## config.mk

```make
export PLATFORM = sky130hd
export DESIGN_NAME = nes_joypad
export DESIGN_NICKNAME = d
export VERILOG_FILES = /design/src/rtl/nes_pkg.sv /design/src/rtl/nes_joypad_debounce.sv /design/src/rtl/nes_joypad.sv
export SDC_FILE = /design/constraint.sdc
export NUM_CORES = 1
export LEC_CHECK = 0
export CAP_MARGIN = 40
export CORE_MARGIN = 4
export CORE_UTILIZATION = 50
export DETAILED_ROUTE_END_ITERATION = 8
export PLACE_DENSITY = 0.65
export SLEW_MARGIN = 20
export SYNTH_ARGS = -nofsm -noshare
export SYNTH_HDL_FRONTEND = slang
export SYNTH_SLANG_ARGS = --single-unit
```

## constraint.sdc

```tcl
create_clock -name clk -period 3.9 [get_ports clk]
set_input_delay 0.78 -clock clk [delete_from_list [all_inputs] [get_ports clk]]
set_output_delay 0.78 -clock clk [all_outputs]
set_load 0.005 [all_outputs]
```

## src/rtl/nes_pkg.sv

```systemverilog
// Shared NES joypad definitions: button bit positions in controller report order.
// Pure declarations; no logic, no latency, no flow control.
package nes_pkg;

  localparam int JOY_BITS = 8;

  typedef enum logic [2:0] {
    BTN_A      = 3'd0,
    BTN_B      = 3'd1,
    BTN_SELECT = 3'd2,
    BTN_START  = 3'd3,
    BTN_UP     = 3'd4,
    BTN_DOWN   = 3'd5,
    BTN_LEFT   = 3'd6,
    BTN_RIGHT  = 3'd7
  } btn_e;

endpackage

```

## src/rtl/nes_joypad_debounce.sv

```systemverilog
// One-bit synchroniser + debouncer; SYNC_STAGES + DEBOUNCE_CYC cycles from raw edge to state change.
// No backpressure: free-running, state follows a raw level only after it has been stable long enough.
module joypad_debounce #(
  parameter int SYNC_STAGES  = 2,
  parameter int DEBOUNCE_CYC = 50000,
  parameter bit INVERT       = 1'b0
) (
  input  logic clk,
  input  logic rst,
  input  logic raw_i,
  output logic state_o
);

  localparam int CNT_W = $clog2(DEBOUNCE_CYC + 1);
  localparam logic [CNT_W-1:0] CNT_MAX = CNT_W'(DEBOUNCE_CYC - 1);

  logic [SYNC_STAGES-1:0] sync;
  logic                   level;
  logic [CNT_W-1:0]       cnt;

  // Inversion sits after the synchroniser so reset-cleared flops read as "pressed" when active-low.
  assign level = sync[SYNC_STAGES-1] ^ INVERT;

  always_ff @(posedge clk) begin
    if (rst) begin
      sync    <= '0;
      cnt     <= '0;
      state_o <= 1'b0;
    end else begin
      sync <= {sync[SYNC_STAGES-2:0], raw_i};
      if (level == state_o) begin
        cnt <= '0;
      end else if (cnt == CNT_MAX) begin
        state_o <= ~state_o;
        cnt     <= '0;
      end else begin
        cnt <= cnt + CNT_W'(1);
      end
    end
  end

endmodule

```

## src/rtl/nes_joypad.sv

```systemverilog
// NES controller responder: debounced buttons latched while strobe is high, shifted out once per read rising edge.
// data_o is registered; one shift per read pulse regardless of pulse length, no backpressure to the APU.
module nes_joypad
  import nes_pkg::*;
#(
  parameter int SYNC_STAGES  = 2,
  parameter int DEBOUNCE_CYC = 50000,
  parameter bit BTN_ACT_LOW  = 1'b0
) (
  input  logic                clk,
  input  logic                rst,
  input  logic                strobe_i,
  input  logic                read_i,
  input  logic [JOY_BITS-1:0] buttons_i,
  output logic                data_o,
  output logic [JOY_BITS-1:0] btn_o
);

  logic                read_q;
  logic                rd_edge;
  logic [JOY_BITS-1:0] shift_reg;

  for (genvar i = 0; i < JOY_BITS; i++) begin : g_btn
    joypad_debounce #(
      .SYNC_STAGES (SYNC_STAGES),
      .DEBOUNCE_CYC(DEBOUNCE_CYC),
      .INVERT      (BTN_ACT_LOW)
    ) u_db (
      .clk    (clk),
      .rst    (rst),
      .raw_i  (buttons_i[i]),
      .state_o(btn_o[i])
    );
  end

  assign rd_edge = read_i & ~read_q;

  // Strobe overrides any read edge; ones fill from the top so reads past the eighth return 1.
  always_ff @(posedge clk) begin
    if (rst) begin
      read_q    <= 1'b0;
      shift_reg <= '0;
    end else begin
      read_q <= read_i;
      if (strobe_i) begin
        shift_reg <= btn_o;
      end else if (rd_edge) begin
        shift_reg <= {1'b1, shift_reg[JOY_BITS-1:1]};
      end
    end
  end

  assign data_o = shift_reg[BTN_A];

endmodule

```

== Word-level counts from Yosys, hierarchy flattened ==
Index checks and enable logic that the tools add are counted.

* Register bits after elaboration: 161
* Output and inout port bits: 9
* Word-level logic and storage cells: 87

* Add/subtract/negate cells: 8
* Eq/ne operators: 16
* Multiplexer cells: 2
* Bitwise logic cells: 18
* Reduce and logical (&&, ||, !) cells: 17

{| class="wikitable"
|+ Operators with widths
! kind !! number
|-
| adder 16 x 1 -> 16 bit, second input constant || 8
|-
| equality test 16 bit, second input constant || 8
|-
| OR reduction 3 bit || 8
|-
| inverter 1 bit || 17
|-
| 2-to-1 mux 8 bit || 2
|-
| AND reduction 2 bit || 8
|-
| equality test 1 bit || 8
|-
| nonzero test 2 bit || 1
|-
| bitwise AND 1 bit || 1
|}

== Longest topological paths before layout ==
Gate-level depths: netlist of run 1.

* Depth after elaboration: 4
* Mapped depth: 7
* Depth with buffers taken out: 5

== Hierarchy ==
From an unflattened synthesis of run 1, not the netlist that was laid out.

* Cell total of the unflattened synthesis: 741
* Area total of the unflattened synthesis: 7241.9 µm²

{| class="wikitable"
|+ Modules (own cells, without submodules)
! module !! times used !! cells an instance !! area each (µm²) !! seq. area each (µm²)
|-
| joypad_debounce || 8 || 87 || 847.1 || 380.4
|-
| nes_joypad || 1 || 45 || 465.4 || 180.2
|}

== Worst setup path after synthesis of run 1 ==
No wires, ideal clock.

* Path type: input to register
* Start point: input port strobe_i
* End point: register shift_reg[0]
* Setup time: 86 ps
* Arrival time: 1854 ps
* Data required time: 3814 ps
* Slack: 1961 ps
* Cell stages on the path: 5
* Cell sequence: clkbuf_1 -> a21o_1 -> clkbuf_1 -> nor2_1 -> a211oi_1

* Word-level cells in the longest chain between the ends: 1

{| class="wikitable"
|+ Ends and longest elaborated chain
! item !! RTL line !! RTL
|-
| start, declared || nes_joypad.sv:12 || <nowiki>input logic strobe_i,</nowiki>
|-
| 2-to-1 mux 8 bit or nonzero test 2 bit (tied branches) || n/a ||
|-
| end signal, assigned || nes_joypad.sv:46 || <nowiki>shift_reg <= btn_o;</nowiki>
|-
| end signal, assigned || nes_joypad.sv:48 || <nowiki>shift_reg <= {1'b1, shift_reg[JOY_BITS-1:1]};</nowiki>
|-
| end, declared || nes_joypad.sv:21 || <nowiki>logic [JOY_BITS-1:0] shift_reg;</nowiki>
|}

Several ways; a longest one is shown, not always the timed one.
A chain may end at the register's enable or synchronous reset.

== Final worst setup path of run 1 ==
* Start point: register g_btn[3].u_db.state_o
* End point: output port btn_o[3]

{| class="wikitable"
|+ RTL lines
! item !! RTL line !! RTL
|-
| start, declared || nes_joypad_debounce.sv:11 || <nowiki>output logic state_o</nowiki>
|-
| start signal, assigned || nes_joypad_debounce.sv:34 || <nowiki>state_o <= ~state_o;</nowiki>
|-
| end, declared || nes_joypad.sv:16 || <nowiki>output logic [JOY_BITS-1:0] btn_o</nowiki>
|}

No word-level cell between the ends.

==> results of run 1 <==
==> routing by layer <==
metal | vias to the layer above | part of all wire | track usage
met1 | 2360 | 0.47 | 0.2106
met4 | 0 | 0.015 | 0.05293
li1 | 2623 | - | -
met2 | 79 | 0.47 | 0.2642
met5 | - | 0 | 0
met3 | 24 | 0.041 | 0.05458
==> worst paths after layout <==
check / start / to / slack, ns
hold / removal: g_btn[4].u_db.sync[0]$_SDFF_PP0_ / g_btn[4].u_db.sync[1]$_SDFF_PP0_ / 0.43
setup reg to reg: g_btn[7].u_db.cnt[0]$_SDFF_PP0_ / g_btn[7].u_db.cnt[7]$_SDFF_PP0_ / 1.74
setup / recovery: g_btn[3].u_db.state_o$_SDFFE_PP0P_ / btn_o[3] / 1.72
hold reg to reg: g_btn[4].u_db.sync[0]$_SDFF_PP0_ / g_btn[4].u_db.sync[1]$_SDFF_PP0_ / 0.43
==> kinds of logic (layout without fill, tap and decap cells) <==
kind of cell,count (synthesis),in the layout,synth area share
flip-flops,161,161,0.4708
multiplexers,14,14,0.02047
AO/OA/AOI/OAI,15,15,0.01681
buffers and inverters,49,77,0.03582
XOR/XNOR,118,118,0.1510
adder cells (fa/ha/maj),8,8,0.01462
AND/OR/NAND/NOR,390,390,0.2906
==> cell type report <==
class / count / area share
inverters: 24 / 0.01158
clock buffers: 21 / 0.05916
clock inverters: 11 / 0.02669
multi-input cells: 545 / 0.4341
flip-flops and latches: 161 / 0.4141
repair buffers: 21 / 0.02604
well taps: 176 / 0.02830
==> report_power, final <==
part           total [W]  internal, W  switching, W
clock            0.00187      0.00123      0.000637
sequential       0.00167      0.00166    0.00000811
combinational  0.0000571    0.0000258     0.0000314
==> synth_stat cells, types with 6 or more instances <==
master | count | area (µm²)
clkbuf_1 | 10 | 37.54
ha_1 | 8 | 100.1
or4_1 | 6 | 45.04
a211oi_1 | 7 | 52.55
buf_4 | 10 | 75.07
nand2_1 | 28 | 105.1
nor2b_1 | 20 | 125.1
mux2i_1 | 14 | 140.1
xnor2_1 | 102 | 893.4
nand3_1 | 38 | 190.2
nor2_1 | 153 | 574.3
dfxtp_1 | 161 | 3223
nand4_1 | 35 | 219.0
xor2_1 | 16 | 140.1
nor4_1 | 32 | 200.2
and3_1 | 12 | 75.07
inv_1 | 24 | 90.09
nor3_1 | 37 | 185.2
==> through the flow <==
| step | cell area (µm²) | setup slack (ns) | power [W] |
|---|---|---|---|
| 2_1_floorplan | 6847 | 1.961 | 0.001744 |
| 6_report | 7782 | 1.724 | 0.003593 |
| 4_1_cts | 7782 | 1.698 | 0.003636 |
| 5_1_grt | 7782 | 1.559 | 0.003722 |
| 3_5_place_dp | 7114 | 1.553 | 0.001763 |
| 3_3_place_gp | 7114 | 1.633 | 0.001762 |
==> metrics.yaml, run 1 <==
synth_ff_type: "dfxtp_1"
multiInputGateArea_mm2: 0.003378
port_buffers: 20
timing.final.crit_share: 0.5580
grtUsageTotal: 0.1646
synthArstFlopShare: 0
crit_family: "buffers and inverters"
largest_register: "g_btn.u_db.cnt"
avgRoutedWirePerCell_um: 12.79
min_period_ns: 2.176
totalNegativeSetupSlack_ns: 0
clk_path_buf_depth: 2
hold_viol_final: 0
holdPathStages: 1
cp_data_arrival_time_ns: 1.40
largest_reg_flops: 128
critPathBufInv: 1
dp_hpwl_mm: 8.383
gr-total-overflow: 0
cts_tree: "built"
netlist_area_mm2: 0.006847
grt_max_degree: 27
worst_pin_slew_ns: 0.5057
cts_root_buf: "clkbuf_16"
postCtsHoldBufs: 0
via_per_inst: 5.303
wl_mm: 12.27
start_util: 0.5129
reg2reg_depth: 5
cts.clk_slew.worst_paths_ns: 0.06
coreArea_mm2: 0.01335
cts_setup_buffers: 0
firstDrtPassIters: 5
p_leak_nw: 2.388
drive_gt1_frac: 0.05364
netlist_instances: 755
critPathRequiredTime_ns: 3.12
status: "finished, final reports clean"
syn_avg_cell_area_um2: 9.068
cts.sinks: 161
synth_edf_count: 0
insertion_delay_ns: 0.42
reg.largest.list: "g_btn.u_db.cnt (128), g_btn.u_db.sync (16)"
clock.fmax_ghz: 0.4595
grt_pass1_wl_mm: 21.89
start_kind: "flop"
setup_violations: 0
cts_resized: 0
max-slew-margin-rel: 0.6629
skew_ns: 0.007633
path_depth: 1
end_kind: "output port"
final_cell_mix: "dfxtp_1 (161), nor2_1 (153), xnor2_1 (102)"
dp_cells: 927
critPathSlowestCell: "clkdlybuf4s50_1"
synth_seq_area_share: 0.4708
power_density_mw_per_mm2: 461.7
num-nets-final: 790
max-vdd-ir-drop_uv: 333.6
fin_util: 0.5831
hold_path_class: "flop to flop"
drc_errors: 0
fin_cells: 959
fillerInstances: 1154
finalWeightedCongestion: 0.8440
final_common_cell: "dfxtp_1"
htree_levels: 4
syn_nets: 775
ant_nets: 0
ys_warn_count: 0
critPathMaxFanout: 4
syn2layout_area_growth_pct: 13.67
die_h_um: 125.0
crit_type: "flop to output port"
antenna_cells: 0
cpPeakStageDelay_ns: 0.54
slew_violations: 0
ys_seq_elements: 161
worstPathCellList: "clkdlybuf4s50_1"
whs_ns: 0.4317
io_pins: 21
rows: 42
antenna_found_initial: 0
die-area_mm2: 0.01563
register_area_mm2: 0.003223
drtIter0Drc: 265
dr_total_vias: 5086
rsz0062_at_grt: "false"
first_global_vias: 4834
die_w_um: 125.0
yosysUniqueCellTypes: 42
maxCapViolCount: 0
numCtsBuffers: 17
No activity file was read; power rests on OpenSTA's default activity.
==> run 2: changes to the inputs <==
--- a/config.mk
+++ b/config.mk
@@ -9,7 +9,7 @@
 export CORE_MARGIN = 4
 export CORE_UTILIZATION = 50
 export DETAILED_ROUTE_END_ITERATION = 8
-export PLACE_DENSITY = 0.65
+export PLACE_DENSITY = 0.68
 export SLEW_MARGIN = 20
 export SYNTH_ARGS = -nofsm -noshare
 export SYNTH_HDL_FRONTEND = slang
==> constraint.sdc (replaced) <==
create_clock -name clk -period 1.8 [get_ports clk]
set_input_delay 0.36 -clock clk [delete_from_list [all_inputs] [get_ports clk]]
set_output_delay 0.36 -clock clk [all_outputs]
set_load 0.005 [all_outputs]
==> run 2 against run 1 <==
  * The run now ends with negative setup slack left
  * Final area increased by 4.5%
  * Cell count increased by 4.8%
  * Sequential power increased by 120%
  * Setup slack got worse by 1.8 ns
  * Combinational power rose to 2.5 times the previous value
  * Via count up 2.0%
  * Clock power increased by 83%
  * Wire length up 4.1%
  * Critical path type is now flop to flop
==> metrics.yaml, run 2 (same netlist as run 1, synthesis figures left out) <==
cts_tree: "built"
worst_pin_slew_ns: 0.4465  # -0.05924 ns
die_h_um: 125.0  # unchanged
maxCapViolCount: 0  # unchanged
firstDrtPassIters: 5  # unchanged
critPathMaxFanout: 15  # +11
fillerInstances: 1114  # -3.5%
max-slew-margin-rel: 0.7016  # +0.03877
via_per_inst: 5.162  # -2.7%
coreArea_mm2: 0.01335  # unchanged
gr-total-overflow: 0  # unchanged
largest_reg_flops: 128  # unchanged
drtIter0Drc: 432  # +63%
start_util: 0.5129  # unchanged
rows: 42  # unchanged
cp_data_arrival_time_ns: 2.16  # +0.76 ns
clk_path_buf_depth: 2  # unchanged
dp_cells: 971  # +4.7%
crit_type: "flop to flop"
reg2reg_depth: 5  # unchanged
start_kind: "flop"
register_area_mm2: 0.003238  # +0.47%
path_common_cell: "or4_4"
finalWeightedCongestion: 0.8515  # +0.89%
grt_max_degree: 23  # -15%
path_depth: 5  # +4
end_kind: "flop"
slew_violations: 0  # unchanged
worstPathCellList: "or4_4, or4_4, o21ai_4, buf_12, nor2_1"
worst_slack_ns: -0.04856  # -1.772 ns
place_ws_ns: -0.06376  # -1.616 ns
numCtsBuffers: 17  # unchanged
num-nets-final: 836  # +5.8%
r2r_slack_ns: -0.05  # -1.79 ns
grtUsageTotal: 0.1717  # +0.007148
holdPathStages: 2  # +1
ant_nets: 0  # unchanged
htree_levels: 4  # unchanged
postCtsHoldBufs: 0  # unchanged
final_common_cell: "nor2_1"
totalNegativeSetupSlack_ns: -0.6576  # -0.6576 ns
fin_cells: 1005  # +4.8%
io_pins: 21  # unchanged
drive_gt1_frac: 0.1255  # +0.07181
violations: "negative setup slack"
largest_register: "g_btn.u_db.cnt"
power_density_mw_per_mm2: 883.6  # +91%
dp_hpwl_mm: 9.004  # +7.4%
crit_family: "simple AND/OR/NAND/NOR gates"
first_global_vias: 5229  # +8.2%
clock.fmax_ghz: 0.5410
final_cell_mix: "nor2_1 (153), dfxtp_1 (151), xnor2_1 (102)"
reg.largest.list: "g_btn.u_db.cnt (128), g_btn.u_db.sync (16)"
min_period_ns: 1.849
antenna_found_initial: 0  # unchanged
cts_root_buf: "clkbuf_16"
dr_total_vias: 5188  # +2.0%
rsz0062_at_grt: "true"
antenna_cells: 0  # unchanged
status: "finished, violations left"
timing.final.crit_share: 1.027
finalPower_w: 0.007183  # +100%
grt_pass1_wl_mm: 22.68  # +3.6%
port_buffers: 20  # unchanged
die_w_um: 125.0  # unchanged
syn2layout_area_growth_pct: 18.73
hold_viol_final: 0  # unchanged
skew_ns: 0.009087  # +0.001455 ns
insertion_delay_ns: 0.42  # about the same
cpPeakStageDelay_ns: 0.55  # about the same
drc_errors: 0  # unchanged
critPathRequiredTime_ns: 2.11  # -1.01 ns
setup_violations: 16  # +16
cts.sinks: 161  # unchanged
cts.clk_slew.worst_paths_ns: 0.06  # about the same
die-area_mm2: 0.01563  # unchanged
avgRoutedWirePerCell_um: 12.70  # -0.66%
critPathBufInv: 1  # unchanged
multiInputGateArea_mm2: 0.003437  # +1.7%
wl_mm: 12.77  # +4.1%
hold_path_class: "input port to flop"
max-vdd-ir-drop_uv: 710.7  # +110%
critPathSlowestCell: "or4_4"
p_leak_nw: 2.598  # +8.8%
## run 2: cell count changes in the layout (fill, tap and decap cells not counted), sizes merged
cell	before	now
buf	2	48
bufinv	6	1
clkbuf	21	18
clkinvlp	1	4
inv	24	27
clkinv	4	6
## run 2: final cells by class
class                   count  share of cell area
clock buffers              18             0.05402
clock inverters            14             0.01616
inverters                  24             0.01108
multi-input cells         545              0.4228
flip-flops and latches    161              0.3983
well taps                 176             0.02709
repair buffers             67             0.07049
## run 2: layer usage
layer | part of all wire | wire length, µm | GRT usage
met1 | 0.47 | 5976 | 0.2068
met2 | 0.48 | 6111 | 0.2885
met3 | 0.032 | 407 | 0.04733
met4 | 0.021 | 274 | 0.07462
met5 | 0 | 0 | 0
## run 2: final timing paths
kind | from | end
worst max-delay path | g_btn[4].u_db.cnt[7]$_SDFF_PP0_ | g_btn[4].u_db.cnt[12]$_SDFF_PP0_
worst min-delay path | rst | g_btn[5].u_db.state_o$_SDFFE_PP0P_
worst max register to register | g_btn[4].u_db.cnt[7]$_SDFF_PP0_ | g_btn[4].u_db.cnt[12]$_SDFF_PP0_
worst min register to register | g_btn[7].u_db.sync[0]$_SDFF_PP0_ | g_btn[7].u_db.sync[1]$_SDFF_PP0_
## run 2: through the flow
stage          utilization  hold slack [ns]  instance area (µm²)
6_report            0.6090           0.3348                 8129
5_1_grt             0.6090           0.3763                 8129
4_1_cts             0.6043           0.3477                 8066
3_5_place_dp        0.5608           0.4204                 7486
3_3_place_gp        0.5608           0.4201                 7486
2_1_floorplan            -           0.4138                 6863
## run 2: where the power goes
| part | total, W | switching (W) | internal, W |
|---|---|---|---|
| sequential | 0.00361 | 0.0000172 | 0.00360 |
| combinational | 0.000145 | 0.0000744 | 0.0000708 |
| clock | 0.00342 | 0.00147 | 0.00195 |
## run 2: repair_timing
action,4_1_cts,5_1_grt
gates resized for setup,2,14
endpoints found under the setup margin,40,54
setup buffers,0,2
pin swaps,0,3
